File: src/rtl/vscpu_irq_ctrl.sv
// vscpu_irq_ctrl: prioritised, maskable edge/level interrupt controller for VerySimpleCPU.
// Register window: PEND (W1C), MASK, CLAIM (read-only), EOI (write-only).
module vscpu_irq_ctrl #(
    parameter int                 SIZE      = 14,
    parameter int                 NUM_IRQ   = 8,
    parameter logic [SIZE-1:0]    BASE_ADDR = 14'h3FF0,
    parameter logic [NUM_IRQ-1:0] EDGE_MASK = {NUM_IRQ{1'b1}}
) (
    input  logic               clk,
    input  logic               rst,
    input  logic [NUM_IRQ-1:0] irq_in,
    input  logic               wrEn,
    input  logic [SIZE-1:0]    addr_toRAM,
    input  logic [31:0]        data_toRAM,
    output logic [31:0]        rd_data,
    output logic               rd_hit,
    output logic               interrupt,
    output logic [4:0]         cur_id,
    output logic               busy
);
    typedef enum logic [1:0] {IDLE, FIRE, SERVICE} state_t;

    state_t             state, state_next;
    logic [NUM_IRQ-1:0] irq_q, pending, mask, active, set, clr, eoi_clr;
    logic [4:0]         win_id;
    logic [31:0]        rd_val;
    logic               in_win, wr_pend, wr_mask, eoi;
    logic [1:0]         off;
    logic               unused_data;

    assign in_win      = addr_toRAM[SIZE-1:2] == BASE_ADDR[SIZE-1:2];
    assign off         = addr_toRAM[1:0];
    assign wr_pend     = wrEn && in_win && off == 2'd0;
    assign wr_mask     = wrEn && in_win && off == 2'd1;
    assign eoi         = wrEn && in_win && off == 2'd3;
    assign set         = (EDGE_MASK & irq_in & ~irq_q) | (~EDGE_MASK & irq_in);
    assign clr         = (wr_pend ? data_toRAM[NUM_IRQ-1:0] : '0) | eoi_clr;
    assign active      = pending & mask;
    assign unused_data = ^data_toRAM;

    // Out-of-range EOI indices match no channel and so clear nothing.
    always_comb begin
        eoi_clr = '0;
        win_id  = '0;
        for (int i = NUM_IRQ - 1; i >= 0; i--) begin
            eoi_clr[i] = eoi && data_toRAM[4:0] == 5'(i);
            if (active[i]) win_id = 5'(i);
        end
    end

    assign rd_val = off == 2'd0 ? 32'(pending) :
                    off == 2'd1 ? 32'(mask) :
                    off == 2'd2 ? {|active, 26'd0, win_id} : 32'd0;

    always_ff @(posedge clk or posedge rst) begin
        if (rst) begin
            state   <= IDLE;
            irq_q   <= '0;
            pending <= '0;
            mask    <= '0;
            rd_data <= '0;
            rd_hit  <= 1'b0;
            cur_id  <= '0;
        end else begin
            state   <= state_next;
            irq_q   <= irq_in;
            pending <= (pending & ~clr) | set;
            if (wr_mask) mask <= data_toRAM[NUM_IRQ-1:0];
            rd_data <= in_win ? rd_val : 32'd0;
            rd_hit  <= in_win;
            if (state == IDLE && |active) cur_id <= win_id;
        end
    end

    always_comb
        state_next = state == IDLE ? (|active ? FIRE : IDLE) :
                     state == FIRE ? SERVICE :
                     (eoi ? IDLE : SERVICE);

    always_comb begin
        interrupt = state == FIRE;
        busy      = state != IDLE;
    end
endmodule

File: config.mk
export PLATFORM = sky130hd
export DESIGN_NAME = vscpu_irq_ctrl
export DESIGN_NICKNAME = d
export VERILOG_FILES = /design/src/rtl/vscpu_irq_ctrl.sv
export SDC_FILE = /design/constraint.sdc
export NUM_CORES = 1
export LEC_CHECK = 0
export CORE_AREA = 2 2 77 79
export DETAILED_ROUTE_END_ITERATION = 7
export DIE_AREA = 0 0 79 81
export GPL_TIMING_DRIVEN = 0
export PLACE_DENSITY = 0.82
export RECOVER_POWER = 25
export SLEW_MARGIN = 20
export SYNTH_ARGS = -nofsm -noshare
export SYNTH_HDL_FRONTEND = slang
export SYNTH_SLANG_ARGS = --single-unit
File: constraint.sdc
create_clock -name clk -period 1.3 [get_ports clk]
set_clock_uncertainty 0.05 [all_clocks]
set_input_delay 0.39 -clock clk [delete_from_list [all_inputs] [get_ports clk]]
set_output_delay 0.39 -clock clk [all_outputs]
set_load 0.01 [all_outputs]
### Word level (Yosys, flattened, before mapping)

Cells that the tools add are included.

| cells by class | value |
|---|---|
| eq/ne operators | 12 |
| reductions and logical operators | 18 |
| bitwise logic cells | 7 |
| multiplexer cells | 17 |

Operators with widths:

| cell | number |
|---|---|
| 2-to-1 mux 32 bit | 4 |
| bitwise AND 8 bit | 3 |
| equality test 5 x 3 -> 1 bit, second input constant | 4 |
| 2-to-1 mux 5 bit | 4 |
| NOT 8 bit | 2 |
| OR 8 bit | 2 |
| logical AND 1 bit | 13 |
| equality test 12 bit, second input constant | 1 |
| 2-to-1 mux 3 bit | 4 |
| equality test 5 x 2 -> 1 bit, second input constant | 2 |
| 2-to-1 mux 8 bit | 1 |
| OR reduction 8 bit | 1 |
| 2-to-1 mux 2 bit | 3 |
| equality test 5 x 1 -> 1 bit, second input constant | 1 |
| logical NOT 5 bit | 1 |
| equality test 2 x 1 -> 1 bit, second input constant | 2 |
| equality test 2 bit, second input constant | 2 |
| logical NOT 2 bit | 2 |
| nonzero test 2 bit | 1 |
| 2-to-1 mux 1 bit | 1 |

| word-level totals | value |
|---|---|
| logic and storage cells | 61 |
| flip-flop bits (word level) | 64 |
| output and inout port bits | 40 |
| bits of input ports | 57 |

### Logic depth before layout (Yosys ltp)

Gate-level depths: netlist of run 1.

| logic depth | value |
|---|---|
| word-level depth | 13 |
| mapped depth | 6 |

### Least setup slack after synthesis of run 1

OpenSTA, ideal clock, no wires.

| timing | value |
|---|---|
| path kind | input -> register |
| start point | input addr_toRAM[3] |
| end point | register mask[1] |
| cell stages on the path | 5 |
| path buffers | 1 |
| arrival time | 1.968 ns |
| slack | -0.843 ns |
| library setup time | 0.125 ns |
| cells stage by stage | or2_1 or4_1 buf_2 nor3b_4 mux2_2 |

| between the ends | value |
|---|---|
| cells in the longest elaborated chain, start to end | 3 |

RTL lines:

| element | line | text |
|---|---|---|
| from (decl) | 13 | `input logic [SIZE-1:0] addr_toRAM,` |
| equality test 12 bit | 31 | `assign in_win = addr_toRAM[SIZE-1:2] == BASE_ADDR[SIZE-1:2];` |
| logical AND 1 bit (2 in a row) | 34 | `assign wr_mask = wrEn && in_win && off == 2'd1;` |
| to (signal assigned) | 68 | `if (wr_mask) mask <= data_toRAM[NUM_IRQ-1:0];` |
| to (decl) | 24 | `logic [NUM_IRQ-1:0] irq_q, pending, mask, active, set, clr, eoi_clr;` |

Every way passes these cells.
A chain may end at the register's enable or synchronous reset.

### Worst setup path after layout of run 1

| timing | value |
|---|---|
| start point | input addr_toRAM[2] |
| end point | register mask[7] |

The elaborated chain is that of the path after synthesis.

==> flow_summary.toml, run 1 <==
[cells_and_area]
antenna_cells_inserted = 0
nNetsFinal = 350
final_cells = 368
fillCellCount = 508
multi_input_area_um2 = 1010
post_route_cells_drive_above_1_share_pct = 42.7
synthToLayoutAreaGrowth_pct = 56.8
final-seq-area_um2 = 977

[die]
die_h_um = 81
std_cell_rows = 28
die_area_um2 = 6400
start_util_pct = 34.6
floorplan.die.width_um = 79
placeableCoreArea_um2 = 5680
num_io_pins = 97

[placement]
post-place-cells = 336
post-dp-hpwl_um = 3330
placement.io_buffers = 46
routabilityCongestion = 0.841

[timing]
rsz0062_at_grt = "true"
finalSetupViolCount = 32
minimum_hold_slack_ps = 374
period_needed_ps = 1790
timing_hold_violations_final = 0
final_max_slew_viols = 0
tightest_slew_ps = 810
worst_slew_margin_rel_pct = 45.9
upper_clock_frequency_limit_ghz = 0.559
final_critical_path_setup_slack_ps = -489
period_share_pct = 138

[route]
drtAntennaViolNets = 0
first_pass_iters = 4
detail_route.vias_per_cell = 4.71
routed-via-count = 1732
wirelength_um = 5020
drc = 0
wire_per_inst_um = 13.6
drt_iter0_markers = 86

[synthesis]
netlist.area_leader.share_pct = 49.6
ys_warn_count = 0
syn-instance-count = 191
synth-edff-count = 0
post_synth.cell_area_avg_um2 = 10.3
largest_area_contributor_in_the_synthesized_netlist = "dfrtp_1"
synth-seq-cells = 39
synth.lib_cells_used.distinct = 40
synth_area_um2 = 1970
seq_area_frac_synth_pct = 49.6
synth-async-reset-ratio_pct = 100
ys.flop_type = "dfrtp_1"
dominant_cells_by_area_after_synthesis = "dfrtp_1 50%, buf_4 9.5%, mux2_2 4.6%, mux2i_1 4.1%, nand2_1 3.4%"

[setup_path]
crit_path_frequent_cell = "buf_6"
cpPeakStageDelay_ps = 510
timing.critical_path.slowest_stage_cell = "or4_4"
crit_path_start_kind = "primary input"
critPathKind = "in2reg"
cp_data_required_time_ps = 1430
critical_path_endpoint_category = "flop"
path_cells = "buf_6 > or2_1 > or4_4 > nor3b_4 > buf_6 > mux2_4"
crit_arrival_ps = 1920
path_max_fanout = 8

[global_route]
wire_length_of_the_first_global_routing_pass_um = 7860
initial_antenna_violation_count = 0
grt_start_max_net_pins = 40
global_route_overflow = 0
first_global_vias = 1773
grtUsageTotal_pct = 15.9

[cts]
htree_num_levels = 2
clk_pin_slew_worst_setup_hold_paths_ps = 70
cts-root-to-sink-buffers = 2
cts_sinks = 39
cts_hold_buf = 0
tritoncts = "yes"
clock_latency_ps = 300
cts_inserted_buffers = 5
cts.root.buffer_cell = "clkbuf_8"

[run_status]
failed_checks = "setup timing"
status = "finished with violations"

[power]
fin_total_pwr_mw = 2.35
power.density_cell_area_nw_per_um2 = 764
p_leak_nw = 1.50
peak_ir_drop_on_the_vdd_network_uv = 316

[min_path]
min_path_type = "reg2reg"

[job]
drv.max_cap_violation_count = 0
==> cells in the final DEF, fill, tap and decap left out, types with 2 or more instances in the layout <==
| master | instances |
|---|---|
| dlygate4sd3_1 | 8 |
| nor3b_4 | 2 |
| nor2b_1 | 3 |
| conb_1 | 25 |
| o22ai_1 | 5 |
| o311ai_1 | 2 |
| o21ai_0 | 3 |
| a21oi_1 | 3 |
| buf_2 | 18 |
| clkdlybuf4s15_1 | 3 |
| buf_4 | 42 |
| buf_6 | 12 |
| nand2b_1 | 2 |
| dfrtp_1 | 38 |
| a22oi_1 | 2 |
| mux2i_1 | 7 |
| dlymetal6s2s_1 | 4 |
| nor3_2 | 10 |
| mux2_4 | 7 |
| dlygate4sd2_1 | 5 |
| nand4_1 | 5 |
| inv_1 | 8 |
| nor2_2 | 3 |
| clkdlybuf4s50_1 | 6 |
| o21ai_1 | 4 |
| clkbuf_8 | 8 |
| nand2_1 | 17 |
| a22o_1 | 4 |
| a21oi_2 | 2 |
==> power by group <==
| part | internal [mW] | switching [mW] |
|---|---|---|
| sequential | 1.23 | 0.00396 |
| combinational | 0.155 | 0.153 |
| clock | 0.416 | 0.401 |
| total | 1.80 | 0.558 |
==> layout make-up <==
| cell class | count | share of cell area, % |
|---|---|---|
| plain buffers | 30 | 7.84 |
| clock buffers | 6 | 2.68 |
| clock inverters | 1 | 0.162 |
| inverters | 11 | 1.54 |
| multi-input cells | 134 | 32.9 |
| flip-flops and latches | 39 | 31.7 |
| well taps | 75 | 3.05 |
| repair buffers | 72 | 20.1 |
==> cells in the mapped netlist, drive strengths merged, types with 3 or more instances <==
| cell | count |
|---|---|
| a21oi | 5 |
| a22o | 4 |
| buf | 28 |
| clkbuf | 3 |
| dfrtp | 39 |
| inv | 11 |
| mux2 | 8 |
| mux2i | 8 |
| nand2 | 18 |
| nand4 | 5 |
| nor2 | 5 |
| nor2b | 4 |
| nor3 | 10 |
| o21ai | 9 |
| o22ai | 5 |
| o311ai | 3 |
==> per-stage QoR <==
step	setup slack [ps]	setup TNS, ps	cell area (µm²)	utilization (%)
2_1_floorplan	-823	-12610	2160	-
6_report	-489	-9000	3080	54.3
5_1_grt	-538	-10790	3080	54.3
3_3_place_gp	-1330	-31880	2720	47.8
3_5_place_dp	-1380	-33250	2720	47.8
4_1_cts	-561	-9770	2970	52.3
==> sequential cells by signal, summed over array words and instances, names as in the netlist <==
name and count:
cur_id 3, irq_q 8, mask 8, pending 8, rd_data 9, rd_hit 1
state 2
==> final timing paths <==
path,start,endpoint,slack [ps],depth (start not counted)
worst max-delay path,addr_toRAM[2],mask[7],-490,6
worst min-delay path,irq_q[3],pending[3],370,1
worst max register to register,pending[1],cur_id[0],-260,4
worst min register to register,irq_q[3],pending[3],370,1
max in group asynchronous,rst,pending[3],170,2
min in group asynchronous,rst,state[0],550,2
==> per-layer routing <==
layer	global-route usage, %	wire length (µm)	up-vias
met2	28.4	2620	73
met5	0	0	-
met4	6.72	76	0
met1	17.6	1950	817
met3	4.78	370	8
li1	-	-	834
==> cell families (layout without fill, tap and decap cells) <==
logic type,Yosys count,in the layout,share of synthesized area (%)
AND/OR/NAND/NOR,56,56,15.7
buffers and inverters,42,120,12.9
flip-flops,39,39,49.7
AO/OA/AOI/OAI,37,37,12.9
multiplexers,16,16,8.66
other,1,25,0.191
==> worst max-delay path, delay by kind of cell <==
kind,cells,cell delay [ps]
buf+inv,2,260
mux,1,310
simple gates,3,940
==> repair_timing <==
action,4_1_cts,5_1_grt
resized for setup,124,22
gates cloned,1,0
pin swaps,13,10
setup buffers,18,7
setup endpoints to repair,46,33
Note: power is estimated with default switching activity, not from simulation.
==> run 2, diff against run 1 <==
Settings changed: ABC_AREA set to 1.
==> run 2 against run 1 <==
  * The flow still finishes with violations (setup timing)
  * Sequential cell count is the same
  * Count of clock-buffer cells in the layout is the same
  * Combinational power grew 6%
  * Hold slack gained 45 ps
  * Sequential share of layout area shrank 1.3 points
  * Global-route usage grew 0.70 points
  * Register-to-register slack gained 180 ps
  * Critical path depth shrank 3
  * First-iteration DRC count grew 24%
==> flow_summary.toml, run 2 <==
[run_status]
status = "finished with violations"
failed_checks = "setup timing"

[synthesis]
netlist.area_leader.share_pct = 49.1
ys.flop_type = "dfrtp_1"
post_synth.cell_area_avg_um2 = 8.05
syn-instance-count = 247
synth.lib_cells_used.distinct = 19
seq_area_frac_synth_pct = 49.1
ys_warn_count = 0
ys_top_cells_by_count = "74 x nand2_1, 39 x dfrtp_1, 32 x nand3_1"
synth-seq-cells = 39
synth-async-reset-ratio_pct = 100
largest_area_contributor_in_the_synthesized_netlist = "dfrtp_1"
yosysMostFrequentCell = "nand2_1"
synth-edff-count = 0
synth_area_um2 = 1990
dominant_cells_by_area_after_synthesis = "dfrtp_1 49%, nand2_1 14%, buf_4 10%, nand3_1 8.1%, inv_1 4.9%"

[setup_path]
regToRegSetupSlack_ps = -80
worst-path-stages = 3
crit_arrival_ps = 1010
path_cells = "nor2_4 > inv_1 > buf_2"
critPathKind = "reg2out"
cpPeakStageDelay_ps = 410
path_max_fanout = 2
worst_path_dominant_cell_family = "flip-flops"
rr_worst_depth = 10
endpoint = "busy"
worst_setup_path_startpoint = "state[0]"
timing.critical_path.slowest_stage_cell = "dfrtp_1"
crit_path_start_kind = "flop"
worst-path-buf-inv = 2
r2r-end = "cur_id[1]"
worst_r2r_startpoint = "pending[4]"
critical_path_endpoint_category = "output port"
cp_data_required_time_ps = 860

[power]
fin_total_pwr_mw = 2.74
comb_power_share_pct = 11.9
power.switching_uw = 601
power.share.sequential_pct = 44.8
internal_power_mw = 2.14
power.density_cell_area_nw_per_um2 = 852
p_leak_nw = 1.71
peak_ir_drop_on_the_vdd_network_uv = 520
power.switching_fraction_pct = 21.9
power.share.clock_pct = 43.3

[route]
wire_per_inst_um = 13.0
drc = 0
detail_route.wirelength.met1_um = 2010
wirelength_um = 5550
routed-wl-met2_um = 2990
routed-via-count = 1954
drtAntennaViolNets = 0
route.met3.wl_um = 392
first_pass_iters = 4
detail_route.vias_per_cell = 4.59
drt_iter0_markers = 107
maxUsedRoutingLayer = "met4"

[timing]
period_needed_ps = 1450
timing_hold_violations_final = 0
finalSetupViolCount = 8
setup_tns_ps = -444
worst_slew_margin_rel_pct = 45.9
period_share_pct = 112
rsz0062_at_grt = "true"
upper_clock_frequency_limit_ghz = 0.689
final_critical_path_setup_slack_ps = -151
final_max_slew_viols = 0
tightest_slew_ps = 810

[die]
std_cell_rows = 28
start_util_pct = 35.1
floorplan.die.width_um = 79
placeableCoreArea_um2 = 5680
die_h_um = 81
num_io_pins = 97
die_area_um2 = 6400

[placement]
routabilityCongestion = 0.814
post-dp-hpwl_um = 3230
placement.io_buffers = 47
post-place-cells = 393

[cts]
cts_sinks = 39
cts-root-to-sink-buffers = 2
clk_pin_slew_worst_setup_hold_paths_ps = 80
cts.root.buffer_cell = "clkbuf_8"
clock_latency_ps = 300
htree_num_levels = 2
cts_inserted_buffers = 5
cts_hold_buf = 0
tritoncts = "yes"

[cells_and_area]
final_cells = 426
final-seq-area_um2 = 976
largest_reg_flops = 9
most_used_cells_in_the_layout_excluding_fill_and_tap_cells = "60 x nand2_1, 47 x buf_4, 39 x dfrtp_1"
synthToLayoutAreaGrowth_pct = 61.6
fillCellCount = 500
antenna_cells_inserted = 0
multi_input_area_um2 = 1070
nNetsFinal = 407
largest-register = "rd_data"
final_common_cell = "nand2_1"
post_route_cells_drive_above_1_share_pct = 44.2

[min_path]
min_path_type = "in2reg"

[global_route]
initial_antenna_violation_count = 0
grt_start_max_net_pins = 40
first_global_vias = 1892
global_route_overflow = 0
wire_length_of_the_first_global_routing_pass_um = 8230
grtUsageTotal_pct = 16.6

[job]
drv.max_cap_violation_count = 0
## run 2: changes by cell type after synthesis, moves of 8 or more
cell and change:
nand2_1 +56, nand3_1 +31, inv_1 +15, nor2_1 +11
nor3_1 -10, o21ai_0 -9, mux2_2 -8, mux2i_1 -8
## run 2: through the flow
| step | hold WS [ps] | setup slack, ps | area (µm²) | util [%] |
|---|---|---|---|---|
| 6_report | 419 | -151 | 3210 | 56.6 |
| 5_1_grt | 414 | -188 | 3210 | 56.6 |
| 4_1_cts | 426 | -127 | 3030 | 53.5 |
| 3_5_place_dp | 409 | -620 | 2650 | 46.6 |
| 3_3_place_gp | 406 | -593 | 2650 | 46.6 |
| 2_1_floorplan | 312 | -0.668 | 2080 | - |
## run 2: logic make-up after synthesis
logic type | after synthesis | share of synthesized area, %
AOI/OAI and AO/OA | 16 | 5.41
buffers and inverters | 58 | 16.6
other | 1 | 0.188
DFF | 39 | 49.1
and+or+nand+nor | 133 | 28.7
## run 2: metal layers
layer / GRT usage, % / vias to the layer above
met4: 8.79 / 0
met3: 4.22 / 16
met1: 18.2 / 912
li1: - / 939
met5: 0 / -
met2: 29.6 / 87
## run 2: what timing repair did
action	4_1_cts	5_1_grt
setup buffers	18	4
endpoints found under the hold margin	0	0
gates resized for setup	141	48
cloned	3	0
pin swaps	28	18
endpoints found under the setup margin	43	30
## run 2: final cells by class
cell class / count / area share [%]
clock inverter: 2 / 1.87
tap: 75 / 2.92
sequential: 39 / 30.4
timing repair buffer: 72 / 18.4
clock buffer: 6 / 2.26
buffer: 31 / 7.47
inverter: 27 / 3.31
multi-input combinational: 174 / 33.4
## run 2: tightest hold or removal path, delay by kind of cell
family / cells / cell delay, ps
AOI/OAI and AO/OA: 1 / 60
buffers and inverters: 2 / 290
## run 2: power by group through the flow
stage	registers [mW]	clock network, mW	logic, mW
after floorplan	1.25	0	0.163
after global placement	1.25	0	0.289
after detailed placement	1.25	0	0.293
after CTS	1.23	1.20	0.303
after global routing	1.23	1.26	0.355
final	1.23	1.19	0.325
## run 2: worst min path at each step
| stage | from | end | slack, ps | cells after the start |
|---|---|---|---|---|
| after floorplan | rst | cur_id[0] | 310 | 1 |
| after global placement | cur_id[2] | cur_id[2] | 410 | 2 |
| after detailed placement | cur_id[2] | cur_id[2] | 410 | 2 |
| after CTS | irq_q[4] | pending[4] | 430 | 3 |
| after global routing | data_toRAM[1] | mask[1] | 410 | 3 |
| final | data_toRAM[1] | mask[1] | 420 | 3 |
